===== config.mk =====
export PLATFORM = sky130hd
export DESIGN_NAME = c1355_sec_encoder_flat
export DESIGN_NICKNAME = d
export VERILOG_FILES = /design/src/rtl/c1355_sec_encoder_if.sv /design/src/rtl/c1355_sec_encoder.sv /design/src/flat_wrapper.sv
export SDC_FILE = /design/constraint.sdc
export NUM_CORES = 1
export LEC_CHECK = 0
export BUFFER_PORTS_ARGS = -buffer_cell sky130_fd_sc_hd__buf_2
export CORE_UTILIZATION = 40
export CTS_CLUSTER_DIAMETER = 50
export DETAILED_ROUTE_END_ITERATION = 10
export GPL_TIMING_DRIVEN = 0
export PLACE_DENSITY = 0.61
export SLEW_MARGIN = 20
export SYNTH_ARGS = -nofsm -noshare
export SYNTH_HDL_FRONTEND = slang
export SYNTH_SLANG_ARGS = --single-unit

===== constraint.sdc =====
create_clock -name clk -period 8.55 [get_ports clk]
set_clock_uncertainty 0.15 [all_clocks]
set_input_delay 1.71 -clock clk [delete_from_list [all_inputs] [get_ports clk]]
set_output_delay 1.71 -clock clk [all_outputs]
set_load 0.05 [all_outputs]

===== src/rtl/c1355_sec_encoder_if.sv =====
// Stream bundle for the c1355 SEC encoder: word input with fault-injection
// controls, and the buffered codeword output feeding the corrector G inputs.
interface c1355_sec_encoder_if;
    logic        in_valid;
    logic        in_ready;
    logic [31:0] in_data;
    logic        in_chk_en;
    logic        inj_arm;
    logic [5:0]  inj_pos;
    logic        out_valid;
    logic        out_ready;
    logic [31:0] out_data;
    logic [7:0]  out_check;
    logic        out_chk_en;
    logic        out_injected;

    modport master (
        output in_valid, in_data, in_chk_en, inj_arm, inj_pos, out_ready,
        input  in_ready, out_valid, out_data, out_check, out_chk_en, out_injected
    );

    modport slave (
        input  in_valid, in_data, in_chk_en, inj_arm, inj_pos, out_ready,
        output in_ready, out_valid, out_data, out_check, out_chk_en, out_injected
    );
endinterface


===== src/rtl/c1355_sec_encoder.sv =====
// Check-bit generator for the 32-bit c1355 single-error corrector.
// Encodes accepted words combinationally, optionally flips one codeword bit
// (one-shot, armed ahead of time), and presents the result through a
// 2-entry in-order buffer.
module c1355_sec_encoder #(
    parameter int WCNT_W     = 16,
    parameter int ICNT_W     = 8,
    parameter int INJ_ENABLE = 1
) (
    input  logic                  clk,
    input  logic                  rst,
    c1355_sec_encoder_if.slave    bus,
    output logic [WCNT_W-1:0]     word_cnt,
    output logic [ICNT_W-1:0]     inj_cnt
);

    // Data-bit membership of each check bit; index k selects check[k].
    localparam logic [7:0][31:0] CHK_MASK = {
        32'h8888_F0F0,  // c7
        32'h4444_0F0F,  // c6
        32'h2222_FF00,  // c5
        32'h1111_00FF,  // c4
        32'hF0F0_8888,  // c3
        32'h0F0F_4444,  // c2
        32'hFF00_2222,  // c1
        32'h00FF_1111   // c0
    };

    typedef struct packed {
        logic [31:0] data;
        logic [7:0]  check;
        logic        chk_en;
        logic        injected;
    } entry_t;

    entry_t      mem [2];
    logic        rd_ptr;
    logic        wr_ptr;
    logic [1:0]  count;

    logic        armed;
    logic [5:0]  arm_pos;

    logic [7:0]  enc_check;
    logic        accept;
    logic        pop;
    logic        flip_hit;
    logic [39:0] flip_vec;
    logic [39:0] codeword;
    entry_t      new_entry;

    // Even parity per check bit over its data subset
    for (genvar k = 0; k < 8; k++) begin : g_chk
        assign enc_check[k] = ^(bus.in_data & CHK_MASK[k]);
    end

    assign bus.in_ready  = (count != 2'd2);
    assign bus.out_valid = (count != 2'd0);
    assign accept        = bus.in_valid & bus.in_ready;
    assign pop           = bus.out_valid & bus.out_ready;

    // An armed position beyond the codeword still consumes the arm, but flips nothing
    assign flip_hit  = armed && (arm_pos < 6'd40);
    assign flip_vec  = flip_hit ? (40'd1 << arm_pos) : 40'd0;
    assign codeword  = {enc_check, bus.in_data} ^ flip_vec;
    assign new_entry = '{data:     codeword[31:0],
                         check:    codeword[39:32],
                         chk_en:   bus.in_chk_en,
                         injected: flip_hit};

    assign bus.out_data     = mem[rd_ptr].data;
    assign bus.out_check    = mem[rd_ptr].check;
    assign bus.out_chk_en   = mem[rd_ptr].chk_en;
    assign bus.out_injected = mem[rd_ptr].injected;

    // Output buffer: storage cleared on reset so out_* read zero when empty
    always_ff @(posedge clk) begin
        if (rst) begin
            mem[0] <= '0;
            mem[1] <= '0;
            rd_ptr <= 1'b0;
            wr_ptr <= 1'b0;
            count  <= 2'd0;
        end else begin
            if (accept) begin
                mem[wr_ptr] <= new_entry;
                wr_ptr      <= ~wr_ptr;
            end
            if (pop)
                rd_ptr <= ~rd_ptr;
            count <= count + 2'(accept) - 2'(pop);
        end
    end

    // Injection arm: consumed by the next accept, new arm wins over consumption
    always_ff @(posedge clk) begin
        if (rst) begin
            armed   <= 1'b0;
            arm_pos <= 6'd0;
        end else begin
            if (accept && armed)
                armed <= 1'b0;
            if ((INJ_ENABLE != 0) && bus.inj_arm) begin
                armed   <= 1'b1;
                arm_pos <= bus.inj_pos;
            end
        end
    end

    // Accepted-word counter wraps; injected-word counter saturates
    always_ff @(posedge clk) begin
        if (rst) begin
            word_cnt <= '0;
            inj_cnt  <= '0;
        end else begin
            if (accept)
                word_cnt <= word_cnt + 1'b1;
            if (accept && flip_hit && (inj_cnt != '1))
                inj_cnt <= inj_cnt + 1'b1;
        end
    end

endmodule


===== src/flat_wrapper.sv =====
// flat-port wrapper written by rule: the top's interface ports become plain ports
module c1355_sec_encoder_flat 
#(
    parameter int WCNT_W     = 16,
    parameter int ICNT_W     = 8,
    parameter int INJ_ENABLE = 1
)
  (clk, rst, word_cnt, inj_cnt, bus_in_valid, bus_in_data, bus_in_chk_en, bus_inj_arm, bus_inj_pos, bus_out_ready, bus_in_ready, bus_out_valid, bus_out_data, bus_out_check, bus_out_chk_en, bus_out_injected);
  c1355_sec_encoder_if bus_i ();
  input  logic clk;
  input  logic rst;
  output logic [WCNT_W-1:0] word_cnt;
  output logic [ICNT_W-1:0] inj_cnt;
  input wire logic [$bits(bus_i.in_valid)-1:0] bus_in_valid;
  input wire logic [$bits(bus_i.in_data)-1:0] bus_in_data;
  input wire logic [$bits(bus_i.in_chk_en)-1:0] bus_in_chk_en;
  input wire logic [$bits(bus_i.inj_arm)-1:0] bus_inj_arm;
  input wire logic [$bits(bus_i.inj_pos)-1:0] bus_inj_pos;
  input wire logic [$bits(bus_i.out_ready)-1:0] bus_out_ready;
  output wire logic [$bits(bus_i.in_ready)-1:0] bus_in_ready;
  output wire logic [$bits(bus_i.out_valid)-1:0] bus_out_valid;
  output wire logic [$bits(bus_i.out_data)-1:0] bus_out_data;
  output wire logic [$bits(bus_i.out_check)-1:0] bus_out_check;
  output wire logic [$bits(bus_i.out_chk_en)-1:0] bus_out_chk_en;
  output wire logic [$bits(bus_i.out_injected)-1:0] bus_out_injected;
  assign bus_i.in_valid = bus_in_valid;
  assign bus_i.in_data = bus_in_data;
  assign bus_i.in_chk_en = bus_in_chk_en;
  assign bus_i.inj_arm = bus_inj_arm;
  assign bus_i.inj_pos = bus_inj_pos;
  assign bus_i.out_ready = bus_out_ready;
  assign bus_in_ready = bus_i.in_ready;
  assign bus_out_valid = bus_i.out_valid;
  assign bus_out_data = bus_i.out_data;
  assign bus_out_check = bus_i.out_check;
  assign bus_out_chk_en = bus_i.out_chk_en;
  assign bus_out_injected = bus_i.out_injected;
  c1355_sec_encoder #(.WCNT_W(WCNT_W), .ICNT_W(ICNT_W), .INJ_ENABLE(INJ_ENABLE)) u_core (.clk(clk), .rst(rst), .bus(bus_i), .word_cnt(word_cnt), .inj_cnt(inj_cnt));
endmodule

# Yosys cells after proc, flatten, opt, wreduce, memory -nomap -nowiden
# Memories as Yosys holds them, arrays and structs flattened. A register that Yosys moved wholly into a read port is not among the register bits.
# Cells that the tools add are included.
# word_totals
register_bits	35
ram_bits	84
mem_count	1
# classes
addsub	4
magnitude_cmp	1
eq_ne	2
n_shift	1
n_mux	13
n_bitwise	5
reduce_logical	15
# mem_list
name	words	word_bits	rd	rd_clocked_by_memory_dff	write_ports	line_no	rtl
u_core.mem	2	42	1	1	2	c1355_sec_encoder.sv:36	entry_t mem [2];
# ops
cell	n
parity 32 bit	8
two-way mux 42 bit	1
OR reduction 42 bit	1
two-way mux 40 bit	1
<< shifter 1 x 6 -> 40 bit, first input constant	1
XOR 40 bit	1
adder 16 x 1 -> 16 bit, second input constant	1
two-way mux 1 bit	11
adder 8 x 1 -> 8 bit, second input constant	1
inequality test 8 bit, second input constant	1
less-than comparator 6 bit, second input constant	1
logical AND 1 bit	4
nonzero test 2 bit	2
adder 2 x 1 -> 2 bit	1
AND 1 bit	2
inequality test 2 bit, second input constant	1
NOT 1 bit	2
subtractor 2 x 1 -> 2 bit	1

# Logic depth before layout (Yosys ltp)
# depth
ltp_word	7
ltp_mapped	8

# Worst setup path after synthesis
# No wires, ideal clock.
# synth_timing
kind	input -> register
from	input port bus_in_valid
to	memory u_core.mem[0][0] in the netlist's numbering (enable)
setup_time_ps	450
arrival_time_ps	3840
required_time_ps	7950
setup_slack_ps	4110
path_stages	2
path_buffers	0
path_cell_list	nand2_1 o21bai_1
# synth_lines
element	line_no	rtl
from (decl)	flat_wrapper.sv:14	input wire logic [$bits(bus_i.in_valid)-1:0] bus_in_valid;
to (decl)	c1355_sec_encoder.sv:36	

==> flow_summary.yaml <==
clocking:
  hold_buffers: 0
  clk_pin_slew_worst_paths_ps: 50
  cts.repair.resized: 0
  clockRootBuffer: "clkbuf_16"
  numCtsBuffers: 17
  clk_latency_ps: 410
  cts_setup_buffers: 0
  cts_buffer_depth: 2
  cts_tree: "done"
  clock_sinks: 120
  h-tree-depth: 4
sta:
  slew_headroom_pct: 53.5
  timing.hold.ws_ps: 349
  rsz0062_at_grt: "false"
  worst_pin_slew_ps: 695
  final_max_slew_viol_count: 0
  fmax_ghz: 0.244
  setup_tns_ps: 0
  final_hold_viol_count: 0
  setup_violations: 0
  period_needed_ps: 4090
  layout_worst_path_cycle_share_pct: 47.9
detailed_routing:
  top_layer_used: "met4"
  detail_route.vias_per_cell: 4.93
  vias: 4459
  drt_pre_antenna_iters: 4
  drt-met1-wl_um: 6680
  drt_wl_total_um: 14700
  wl_per_cell_um: 16.3
  wl_met3_um: 744
  drt_iter0_drc: 171
  antenna_left: 0
  met2_length_um: 7100
  drc: 0
setup_path:
  end_kind: "primary output"
  required_ps: 6690
  worst-path-buf-inv: 3
  cpMaxStageDelayCell: "clkbuf_1"
  worstSetupPathType: "reg -> out"
  slowest_delay_ps: 570
  start_kind: "flop"
  path_common_cell: "clkbuf_1"
  cp.arrival_ps: 2230
  cp_cell_sequence: "clkbuf_1, clkbuf_1, mux2_2, buf_2"
  cp_top_family: "buffers and inverters"
  path_max_fanout: 10
min_path:
  hold_class: "reg -> reg"
floorplan:
  boundaryPins: 112
  fp.dieW_um: 127
  fp.dieArea_um2: 16100
  core-area_um2: 15200
  rows: 45
  die_h_um: 127
  start_util_pct: 41.0
placed_design:
  place_congestion: 0.839
  port_buffers: 110
  dp_hpwl_um: 10800
final_layout:
  layout_commonest_cell: "nor2_1"
  areaGrowthSynthToFinish_pct: 22.9
  multi_input_area_um2: 2860
  final_core_util_pct: 50.4
  n_fill_cell: 1431
  nNetsFinal: 751
  drive_above_1_share_pct: 28.6
  regArea_um2: 3240
  diodes: 0
  final_cell_mix: "nor2_1, buf_2, xnor2_1, edfxtp_1, mux2_2"
global_route:
  grtUsageTotal_pct: 19.2
  grt_overflow: 0
  grt_max_degree: 43
  antenna_found_initial: 0
  grt_pass1_vias: 4430
  grt_first_pass_wirelength_um: 23200
yosys:
  synth_cell_types: 44
  synth_seq_cells: 120
  syn_nets: 621
  ys_warn_count: 0
  synth_area_per_cell_um2: 10.9
  synth_area_um2: 6230
  ys_seq_area_share_pct: 52.0
  syn_inst: 573
flow_run:
  maxCapViolations: 0
power_and_ir_drop:
  power_density_nw_per_um2: 287
  vdd_ir_drop_max_mv: 0.130
  p_leak_uw: 0.00295
status:
  status: "finished clean"
[worst paths after layout]
kind                                     startpoint                   to  slack, ps  cells after the start
worst max register to register      u_core.count[0]     u_core.mem[1][7]       6270                      5
worst max-delay path                           flop     bus_out_check[1]       4460                      4
worst min-delay path            u_core.word_cnt[11]  u_core.word_cnt[11]        350                      2
worst min register to register  u_core.word_cnt[11]  u_core.word_cnt[11]        350                      2
[cells in the mapped netlist (all sizes together)]
| library cell | number | area share, % |
|---|---|---|
| a21oi | 8 | 0.64 |
| and2 | 2 | 0.20 |
| and2b | 1 | 0.12 |
| and3 | 2 | 0.20 |
| and3b | 1 | 0.16 |
| and4 | 1 | 0.14 |
| and4bb | 2 | 0.40 |
| buf | 12 | 1.1 |
| clkbuf | 15 | 0.92 |
| clkinv | 1 | 0.060 |
| dfxtp | 36 | 12 |
| edfxtp | 84 | 40 |
| ha | 4 | 0.80 |
| inv | 6 | 0.36 |
| mux2 | 42 | 7.6 |
| mux2i | 6 | 0.96 |
| nand2 | 35 | 2.1 |
| nand2b | 4 | 0.40 |
| nand3 | 8 | 0.64 |
| nand3b | 4 | 0.48 |
| nand4 | 8 | 0.80 |
| nand4b | 1 | 0.14 |
| nor2 | 127 | 7.6 |
| nor2b | 1 | 0.10 |
| nor3 | 7 | 0.56 |
| nor3b | 3 | 0.62 |
| nor4 | 5 | 0.50 |
| nor4b | 4 | 0.86 |
| nor4bb | 2 | 0.32 |
| o21ai | 7 | 0.56 |
| o21bai | 1 | 0.12 |
| or2 | 1 | 0.10 |
| or3 | 6 | 0.60 |
| or3b | 1 | 0.18 |
| xnor2 | 101 | 14 |
| xor2 | 24 | 3.4 |
[where the power goes]
part	switching, uW	total, uW	internal [uW]
logic	520	753	233
clock network	245	706	461
registers	25.6	739	714
[state kept, by name (all words and copies together) (netlist names), named ones only]
register and cells:
u_core.arm_pos 6, u_core.count 2, u_core.mem 84, u_core.rd_ptr 1
u_core.inj_cnt 8, u_core.word_cnt 16, u_core.armed 1, u_core.wr_ptr 1
[layout make-up]
type	instances	area share [%]
Inverter	7	0.343
Timing Repair Buffer	111	7.45
Tap cell	188	3.07
Multi-Input combinational cell	419	37.3
Clock buffer	28	7.58
Clock inverter	4	0.327
Sequential cell	120	42.3
Buffer	27	1.62
[through the flow]
step | instances | cell area (um^2) | worst slack, ps | total power, uW
global route | 904 | 7660 | 4330 | 2290
finish | 904 | 7660 | 4460 | 2200
floorplan | 573 | 6230 | 4110 | 1330
detailed placement | 872 | 7060 | 4850 | 1510
global placement | 871 | 7020 | 2670 | 1500
CTS | 904 | 7660 | 4410 | 2220
[layer usage]
metal	track usage [%]	vias up
li1	-	2205
met1	23.9	2128
met2	32.2	108
met3	5.40	18
met4	6.30	0
met5	0	-
[worst min-delay path, stage by stage (launching register included)]
cell and delay (ps):
dfxtp_1 320, o21ai_0 70, a21oi_1 60
[cell families after synthesis]
| family | count (synthesis) | synth area share (%) |
|---|---|---|
| flops | 120 | 52.0 |
| fa+ha+maj | 4 | 0.803 |
| compound gates | 16 | 1.33 |
| simple gates | 226 | 17.3 |
| xor+xnor | 125 | 17.6 |
| mux | 48 | 8.55 |
| buf+inv | 34 | 2.41 |
Power figures use the tool's default switching activity.
